[config.mk]
export PLATFORM = sky130hd
export DESIGN_NAME = fetch_prefetch_unit
export DESIGN_NICKNAME = d
export VERILOG_FILES = /design/src/rtl/fetch_pkg.sv /design/src/rtl/fetch_fifo.sv /design/src/rtl/fetch_prefetch_unit.sv
export SDC_FILE = /design/constraint.sdc
export NUM_CORES = 1
export LEC_CHECK = 0
export CORE_ASPECT_RATIO = 0.7
export CORE_UTILIZATION = 45
export DETAILED_ROUTE_END_ITERATION = 12
export GPL_ROUTABILITY_DRIVEN = 0
export HOLD_SLACK_MARGIN = 0.12
export PLACE_DENSITY = 0.68
export REMOVE_ABC_BUFFERS = 1
export SLEW_MARGIN = 20
export SYNTH_ARGS = -nofsm -noshare
export SYNTH_HDL_FRONTEND = slang
export SYNTH_SLANG_ARGS = --single-unit
[constraint.sdc]
create_clock -name clk -period 5 [get_ports clk]
set_input_delay 0.75 -clock clk [delete_from_list [all_inputs] [get_ports clk]]
set_output_delay 0.75 -clock clk [all_outputs]
set_load 0.01 [all_outputs]
[src/rtl/fetch_pkg.sv]
// Shared constants and the prefetch-buffer entry layout for the fetch stage.
package fetch_pkg;

    localparam int          PC_INC           = 4;
    localparam logic [31:0] DEFAULT_RESET_PC = 32'h0000_0000;
    localparam int          DEF_ADDR_W       = 32;
    localparam int          DEF_INSN_W       = 32;

    // Entry layout; the top packs {pc, instr} in this order into the buffer.
    typedef struct packed {
        logic [DEF_ADDR_W-1:0] pc;
        logic [DEF_INSN_W-1:0] instr;
    } fetch_entry_t;

endpackage

[src/rtl/fetch_fifo.sv]
// Synchronous FIFO with clear and occupancy count; pointers wrap modulo DEPTH.
module fetch_fifo #(
    parameter  int WIDTH = 64,
    parameter  int DEPTH = 4,
    localparam int PW    = $clog2(DEPTH),
    localparam int CW    = $clog2(DEPTH + 1)
) (
    input  logic             clk,
    input  logic             reset,
    input  logic             clear,
    input  logic             push,
    input  logic [WIDTH-1:0] wdata,
    input  logic             pop,
    output logic [WIDTH-1:0] rdata,
    output logic [CW-1:0]    count,
    output logic             empty
);

    logic [WIDTH-1:0] mem_q [DEPTH];
    logic [PW-1:0]    wr_ptr_q;
    logic [PW-1:0]    rd_ptr_q;
    logic [CW-1:0]    count_q;
    logic             full;
    logic             do_push;
    logic             do_pop;

    assign full    = (count_q == CW'(DEPTH));
    assign empty   = (count_q == '0);
    assign do_push = push && !full;
    assign do_pop  = pop && !empty;
    assign rdata   = mem_q[rd_ptr_q];
    assign count   = count_q;

    always_ff @(posedge clk) begin
        if (reset || clear) begin
            wr_ptr_q <= '0;
            rd_ptr_q <= '0;
            count_q  <= '0;
        end else begin
            if (do_push) begin
                wr_ptr_q <= wr_ptr_q + PW'(1);
            end
            if (do_pop) begin
                rd_ptr_q <= rd_ptr_q + PW'(1);
            end
            case ({do_push, do_pop})
                2'b10:   count_q <= count_q + CW'(1);
                2'b01:   count_q <= count_q - CW'(1);
                default: count_q <= count_q;
            endcase
        end
    end

    // Storage needs no reset; the count gates every read that matters.
    always_ff @(posedge clk) begin
        if (do_push && !reset && !clear) begin
            mem_q[wr_ptr_q] <= wdata;
        end
    end

endmodule

[src/rtl/fetch_prefetch_unit.sv]
// Instruction prefetch: credit-limited sequential fetch into a small buffer, with redirect flush.
module fetch_prefetch_unit
    import fetch_pkg::*;
#(
    parameter  int                ADDR_W   = 32,
    parameter  int                INSN_W   = 32,
    parameter  int                DEPTH    = 4,
    parameter  logic [ADDR_W-1:0] RESET_PC = ADDR_W'(DEFAULT_RESET_PC),
    localparam int                CW       = $clog2(DEPTH + 1)
) (
    input  logic              clk,
    input  logic              reset,
    output logic              imem_en,
    output logic [ADDR_W-1:0] imem_addr,
    input  logic [INSN_W-1:0] imem_rdata,
    input  logic              redirect_valid,
    input  logic [ADDR_W-1:0] redirect_pc,
    output logic              if_valid,
    output logic [INSN_W-1:0] if_instr,
    output logic [ADDR_W-1:0] if_pc,
    output logic [ADDR_W-1:0] if_pc4,
    input  logic              id_ready,
    output logic [CW-1:0]     buf_count
);

    localparam int EW = ADDR_W + INSN_W;

    logic [ADDR_W-1:0] fetch_pc_q;
    logic [ADDR_W-1:0] fetch_pc_d;
    logic [ADDR_W-1:0] req_pc_q;
    logic              inflight_q;
    logic              pop_req;
    logic              push;
    logic [CW:0]       occupancy;
    logic              fifo_empty;
    logic [EW-1:0]     head;
    logic [ADDR_W-1:0] head_pc;
    logic [INSN_W-1:0] head_instr;

    assign pop_req = if_valid && id_ready;

    // Credit check counts the in-flight word so the buffer can never overflow.
    assign occupancy = {1'b0, buf_count} + (CW+1)'(inflight_q) - (CW+1)'(pop_req);
    assign imem_en   = !reset && !redirect_valid && (occupancy < (CW+1)'(DEPTH));
    assign imem_addr = fetch_pc_q;

    // A response landing in a redirect cycle belongs to the old stream and is dropped.
    assign push = inflight_q && !redirect_valid;

    always_comb begin
        fetch_pc_d = fetch_pc_q;
        if (redirect_valid) begin
            fetch_pc_d = redirect_pc;
        end else if (imem_en) begin
            fetch_pc_d = fetch_pc_q + ADDR_W'(PC_INC);
        end
    end

    always_ff @(posedge clk) begin
        if (reset) begin
            fetch_pc_q <= RESET_PC;
            req_pc_q   <= '0;
            inflight_q <= 1'b0;
        end else begin
            fetch_pc_q <= fetch_pc_d;
            inflight_q <= imem_en;
            if (imem_en) begin
                req_pc_q <= fetch_pc_q;
            end
        end
    end

    fetch_fifo #(
        .WIDTH (EW),
        .DEPTH (DEPTH)
    ) u_fifo (
        .clk   (clk),
        .reset (reset),
        .clear (redirect_valid),
        .push  (push),
        .wdata ({req_pc_q, imem_rdata}),
        .pop   (pop_req && !redirect_valid),
        .rdata (head),
        .count (buf_count),
        .empty (fifo_empty)
    );

    assign head_pc    = head[EW-1:INSN_W];
    assign head_instr = head[INSN_W-1:0];

    assign if_valid = !fifo_empty;
    assign if_instr = if_valid ? head_instr : '0;
    assign if_pc    = if_valid ? head_pc : '0;
    assign if_pc4   = if_valid ? head_pc + ADDR_W'(PC_INC) : '0;

endmodule

==> results of run 1 <==
## flip-flops by register name, indices dropped and copies added, names as in the netlist, named ones only
signal and cells:
u_fifo.count 3, u_fifo.wr_ptr_q 2, imem_addr 32, u_fifo.rd_ptr_q 2, u_fifo.mem_q 256, inflight_q 1
req_pc_q 32
## routing by layer
layer / vias up / part of all wire [%] / global-route usage, %
met5: - / 0 / 0
met4: 0 / 1.5 / 3.88
met3: 44 / 5.4 / 3.34
met2: 220 / 47 / 32.0
met1: 4235 / 46 / 29.2
li1: 3886 / - / -
## logic make-up (layout without fill, tap and decap cells)
family	after synthesis	count (layout)	share of synthesized area, %
AO/OA/AOI/OAI	75	75	3.60
other	0	1	0
XOR/XNOR	56	56	3.55
buffers and inverters	77	292	2.64
flip-flops	330	330	66.4
AND/OR/NAND/NOR	317	317	11.7
adder cells (fa/ha/maj)	11	11	1.05
multiplexers	72	72	11.1
## Yosys cell counts (6+ instances only)
cell type and count:
nor2b_1 66, nor4_1 11, dfxtp_1 74, xnor2_1 30, mux4_2 58, nand3_1 16
xor2_1 26, inv_1 19, nor3_1 14, nand2_1 85, nand4_1 14, and2_1 9
mux2i_1 8, a21oi_1 35, clkbuf_1 34, a211oi_1 24, ha_1 10, nor2_1 74
or3_1 6, edfxtp_1 256, buf_2 13
## worst max-delay path: stages, from the launching register on
cell and delay [ns]:
dfxtp_4 0.57, buf_4 0.29, mux4_1 0.40, nand4_4 0.17
nor4_4 0.27, buf_4 0.28, nand2_2 0.10, or3_1 0.39
a21oi_1 0.17, clkdlybuf4s50_1 0.56
## per-stage QoR
step	cell area [µm²]	hold slack [ns]	worst slack (ns)	total power, mW
3_5_place_dp	16200	0.480	0.562	3.36
6_report	17300	0.473	0.473	5.81
3_3_place_gp	16200	0.479	0.594	3.36
2_1_floorplan	13500	0.458	-3.90	3.18
5_1_grt	17300	0.509	0.240	5.98
4_1_cts	17300	0.485	0.404	5.86
## cell type report
class,count,area (µm²)
inverters,20,75.1
fillers,2461,12800
clock buffers,34,787
multi-input cells,531,4300
well taps,412,515
repair buffers,215,2110
clock inverters,23,303
diodes,1,2.50
flip-flops and latches,330,9180
## power by group through the flow
stage	clock network (mW)	logic, mW	registers [mW]
2_1_floorplan	0	0.102	3.08
3_3_place_gp	0	0.274	3.08
3_5_place_dp	0	0.277	3.09
4_1_cts	2.55	0.278	3.03
5_1_grt	2.65	0.298	3.03
6_report	2.51	0.276	3.03
## worst max-delay path by stage
stage / startpoint / end / cells after the start
floorplan: u_fifo.count[1] / imem_en / 10
global placement: id_ready / imem_en / 11
detailed placement: id_ready / imem_en / 11
CTS: flip-flop / if_pc4[22] / 9
global route: flip-flop / if_pc4[22] / 9
finish: flip-flop / if_pc4[22] / 9
==> metrics.csv, run 1 <==
metric,value,unit
status,"finished, final reports clean",
sum of negative setup slack,0,ns
nets@finish,1208,
Power Internal,4.62,mW
synthesized netlist cell count,938,
Synth Register Bits,330,
Clock Skews,0.0135,ns
leak pwr,5.55,nW
clock transition at the registers of the reported paths,0.07,ns
Via density,5.35,
Overall Global Routing Usage,20.0,%
"commonest cells after routing, fill and taps aside","edfxtp_1, clkdlybuf4s50_1, nand2_1",
fin crit period,4.53,ns
Worst Hold Path Cells,2,
Syn. warnings,0,
WP data arrival,3.78,ns
mean routed wirelength per cell,20.1,µm
Slew HR,30.7,%
Initial Util,45.9,%
Switching Share,20.5,%
Comb power frac,4.7,%
antenna violations before repair,1,
max_cap viols,0,
sw power,1.19,mW
Hold Path Class,reg2reg,
CTS tree,yes,
hpwl dp,19600,µm
largest cells by area after synthesis,"edfxtp_1, dfxtp_1, mux4_2, nor2b_1, nand2_1",
Die Wd,211,µm
wire length of the first global-routing pass,48300,µm
post-layout util,57.4,%
hold path start,imem_addr[0],
Area Growth Syn to Fin,25.0,%
drt drc,0,
RSZ-0062 raised after global routing,false,
CTS Sinks,330,
via count,8385,
synth unique cells,52,
worst setup path category,reg2out,
synthesized area,0.0138,mm²
synthesized area per cell,14.7,µm²
"most common cell after layout, fill and taps aside",edfxtp_1,
CTS Root Cell,clkbuf_16,
hold worst-path end,req_pc_q[0],
Num CTS Buffers,31,
Post-synth EDFFs,256,
hold_buf cts,0,
# H-tree levels,1,
full die area,0.0314,mm²
WL final,31500,µm
final-report setup violation count,0,
Pwr Density,337,mW/mm²
gr ovfl total,0,
Die Ht,149,µm
FF-to-FF Start,u_fifo.count[2],
final cell count without fillers,1566,
IO buf count,200,
worst slew pin tran,1.04,ns
Reg power frac,52.1,%
max-slew violations,0,
top-area cell type share of the netlist area,55.6,%
core area,0.0301,mm²
Final period util,90.5,%
DR pass1 iterations,5,
Post-CTS Setup Bufs,0,
startpoint class of the critical path,flip-flop,
final hold violation count,0,
worst r2r path cells,12,
initial drt markers,702,
Required @ worst endpoint,4.25,ns
worst r2r dst,imem_addr[10],
insertion delay to the later sink of the worst-skew pair,0.56,ns
post-synthesis sequential area ratio,66.4,%
Synth area leader,edfxtp_1,
placed cell count,1508,
PostCTS Resize Cnt,0,
FP Rows,53,
ANT nets after route,0,
CP Capture Type,primary output,
clock tree buffer depth,3,
clock power share,43.2,%
largest net degree at the start of global routing,96,
I/O pins,201,
worst-path maximum fanout,17,
Reg2Reg Setup Slack,1.55,ns
Max Fclk,221,MHz
asr flop ratio synth,0,%
number of global-route vias before repair,8358,
Main synth FF type,edfxtp_1,
worst vdd ir,0.000248,V
share of cells above drive strength 1,12.6,%
Power figures use the tool's default switching activity.
==> run 2: changes to the inputs <==
- CELL_PAD_IN_SITES_DETAIL_PLACEMENT: not set -> 1
- CELL_PAD_IN_SITES_GLOBAL_PLACEMENT: not set -> 1
- PLACE_DENSITY: 0.68 -> 0.88
==> run 2 against run 1 <==
  * Routed wire length rose by 10%
  * Highest routed layer unchanged
  * Largest power group unchanged
  * Global-route usage rose by 2.2 points
  * Cell count barely moved
  * Critical endpoint is now if_pc4[15]
  * Largest cell class unchanged
  * Sequential power barely moved
==> metrics.csv, run 2 (same netlist as run 1, synthesis figures left out) <==
metric,value,unit,change
status,"finished, final reports clean",,unchanged
Overall Global Routing Usage,22.2,%,was 20.0%
Final period util,92.8,%,was 90.5%
worst vdd ir,0.000335,V,was 0.000248 V
drt drc,0,,unchanged
final cell count without fillers,1565,,was 1566
fin crit period,4.64,ns,was 4.53 ns
PostCTS Resize Cnt,0,,unchanged
Area Growth Syn to Fin,24.0,%,was 25.0%
WL final,34700,µm,was 31500 µm
clock transition at the registers of the reported paths,0.07,ns,about the same
post-layout util,56.9,%,was 57.4%
Via density,5.46,,was 5.35
FF-to-FF Start,u_fifo.count[2],,unchanged
Num CTS Buffers,31,,unchanged
max_cap viols,0,,unchanged
"most common cell after layout, fill and taps aside",edfxtp_1,,unchanged
startpoint class of the critical path,flip-flop,,unchanged
max reg flops,256,,unchanged
Max Fclk,216,MHz,was 221 MHz
Slew HR,25.4,%,was 30.7%
Die Ht,149,µm,unchanged
WP data arrival,3.89,ns,was 3.78 ns
RSZ-0062 raised after global routing,false,,unchanged
antenna violations before repair,1,,unchanged
clock power share,40.9,%,was 43.2%
CTS tree,yes,,unchanged
full die area,0.0314,mm²,unchanged
hold_ws,0.487,ns,was 0.473 ns
share of cells above drive strength 1,12.1,%,was 12.6%
Design Power,5.60,mW,was 5.81 mW
CP Capture Type,primary output,,unchanged
worst-path maximum fanout,42,,was 17
sw power,1.20,mW,was 1.19 mW
mean routed wirelength per cell,22.1,µm,was 20.1 µm
Hold Path Class,reg2reg,,unchanged
Reg2Reg Setup Slack,1.57,ns,was 1.55 ns
Post-CTS Setup Bufs,0,,unchanged
via count,8551,,was 8385
nets@finish,1206,,was 1208
gr ovfl total,0,,unchanged
Fillers,2914,,was 2461
hold_buf cts,0,,unchanged
insertion delay to the later sink of the worst-skew pair,0.57,ns,was 0.56 ns
IO buf count,200,,unchanged
final hold violation count,0,,unchanged
worst r2r path cells,13,,was 12
Initial Util,45.9,%,unchanged
Comb power frac,5.1,%,was 4.7%
largest reg by FF count,u_fifo.mem_q,,unchanged
final-report setup violation count,0,,unchanged
worst slew pin tran,1.11,ns,was 1.04 ns
clock tree buffer depth,3,,unchanged
placed cell count,1506,,was 1508
FP Rows,53,,unchanged
Switching Share,21.5,%,was 20.5%
end point of the critical path,if_pc4[15],,was if_pc4[22]
Die Wd,211,µm,unchanged
CTS Root Cell,clkbuf_16,,unchanged
ANT nets after route,0,,unchanged
Power Internal,4.40,mW,was 4.62 mW
DR pass1 iterations,6,,was 5
initial drt markers,594,,was 702
"commonest cells after routing, fill and taps aside","edfxtp_1, clkdlybuf4s50_1, nand2_1",,unchanged
leak pwr,5.49,nW,was 5.55 nW
number of global-route vias before repair,9057,,was 8358
core area,0.0301,mm²,unchanged
Required @ worst endpoint,4.25,ns,about the same
Pwr Density,327,mW/mm²,was 337 mW/mm²
worst r2r dst,req_pc_q[23],,was imem_addr[10]
largest net degree at the start of global routing,75,,was 96
# H-tree levels,1,,unchanged
wire length of the first global-routing pass,52700,µm,was 48300 µm
max-slew violations,0,,unchanged
hpwl dp,21800,µm,was 19600 µm
worst setup path category,reg2out,,unchanged
Clock Skews,0.0170,ns,was 0.0135 ns
Reg power frac,54.0,%,was 52.1%
CTS Sinks,330,,unchanged
I/O pins,201,,unchanged
run 2: cell types whose count changed in the layout (fill, tap and decap cells not counted), sizes merged:
cell | before | now
clkinvlp | 3 | 0
buf | 16 | 14
bufinv | 7 | 2
inv | 20 | 22
clkbuf | 34 | 41
run 2: power by group through the flow:
stage	Clock [mW]	Sequential (mW)	Combinational, mW
5_1_grt	2.42	3.03	0.305
6_report	2.29	3.03	0.284
4_1_cts	2.33	3.03	0.286
2_1_floorplan	0	3.08	0.102
3_5_place_dp	0	3.09	0.284
3_3_place_gp	0	3.08	0.275
run 2: layer usage:
layer / global-route usage [%] / share of wire (%)
met1: 31.2 / 45
met2: 37.0 / 48
met3: 3.36 / 5.1
met4: 4.53 / 1.6
met5: 0 / 0
run 2: how the worst min path moves through the flow:
stage / startpoint / end / slack, ns / depth (start not counted)
2_1_floorplan: req_pc_q[0] / req_pc_q[0] / 0.46 / 2
3_3_place_gp: imem_addr[0] / req_pc_q[0] / 0.46 / 2
3_5_place_dp: imem_addr[1] / req_pc_q[1] / 0.48 / 2
4_1_cts: imem_addr[0] / req_pc_q[0] / 0.49 / 2
5_1_grt: imem_addr[0] / req_pc_q[0] / 0.52 / 2
6_report: imem_addr[0] / req_pc_q[0] / 0.49 / 2
run 2: critical path, stage by stage, from the launching register on:
cell	delay, ns
dfxtp_4	0.80
mux4_2	0.41
and2_1	0.18
and3_1	0.73
nand4_1	0.20
xor2_1	0.18
nor2_1	0.18
clkdlybuf4s50_1	0.59
run 2: area by class of cell:
cell class / count / area [µm²] / area share, %
clock buffers: 41 / 833 / 4.86
repair buffers: 213 / 2090 / 12.2
diodes: 1 / 2.50 / 0.0146
flip-flops and latches: 330 / 9180 / 53.6
well taps: 412 / 515 / 3.01
multi-input cells: 531 / 4300 / 25.1
clock inverters: 17 / 139 / 0.811
inverters: 20 / 75.1 / 0.438
run 2: stage by stage:
step	instance area, µm²	TNS [ns]	setup slack (ns)
global route	17100	0	0.227
global placement	16200	0	0.650
detailed placement	16200	0	0.546
CTS	17100	0	0.344
floorplan	13500	-350.44	-3.90
finish	17100	0	0.361
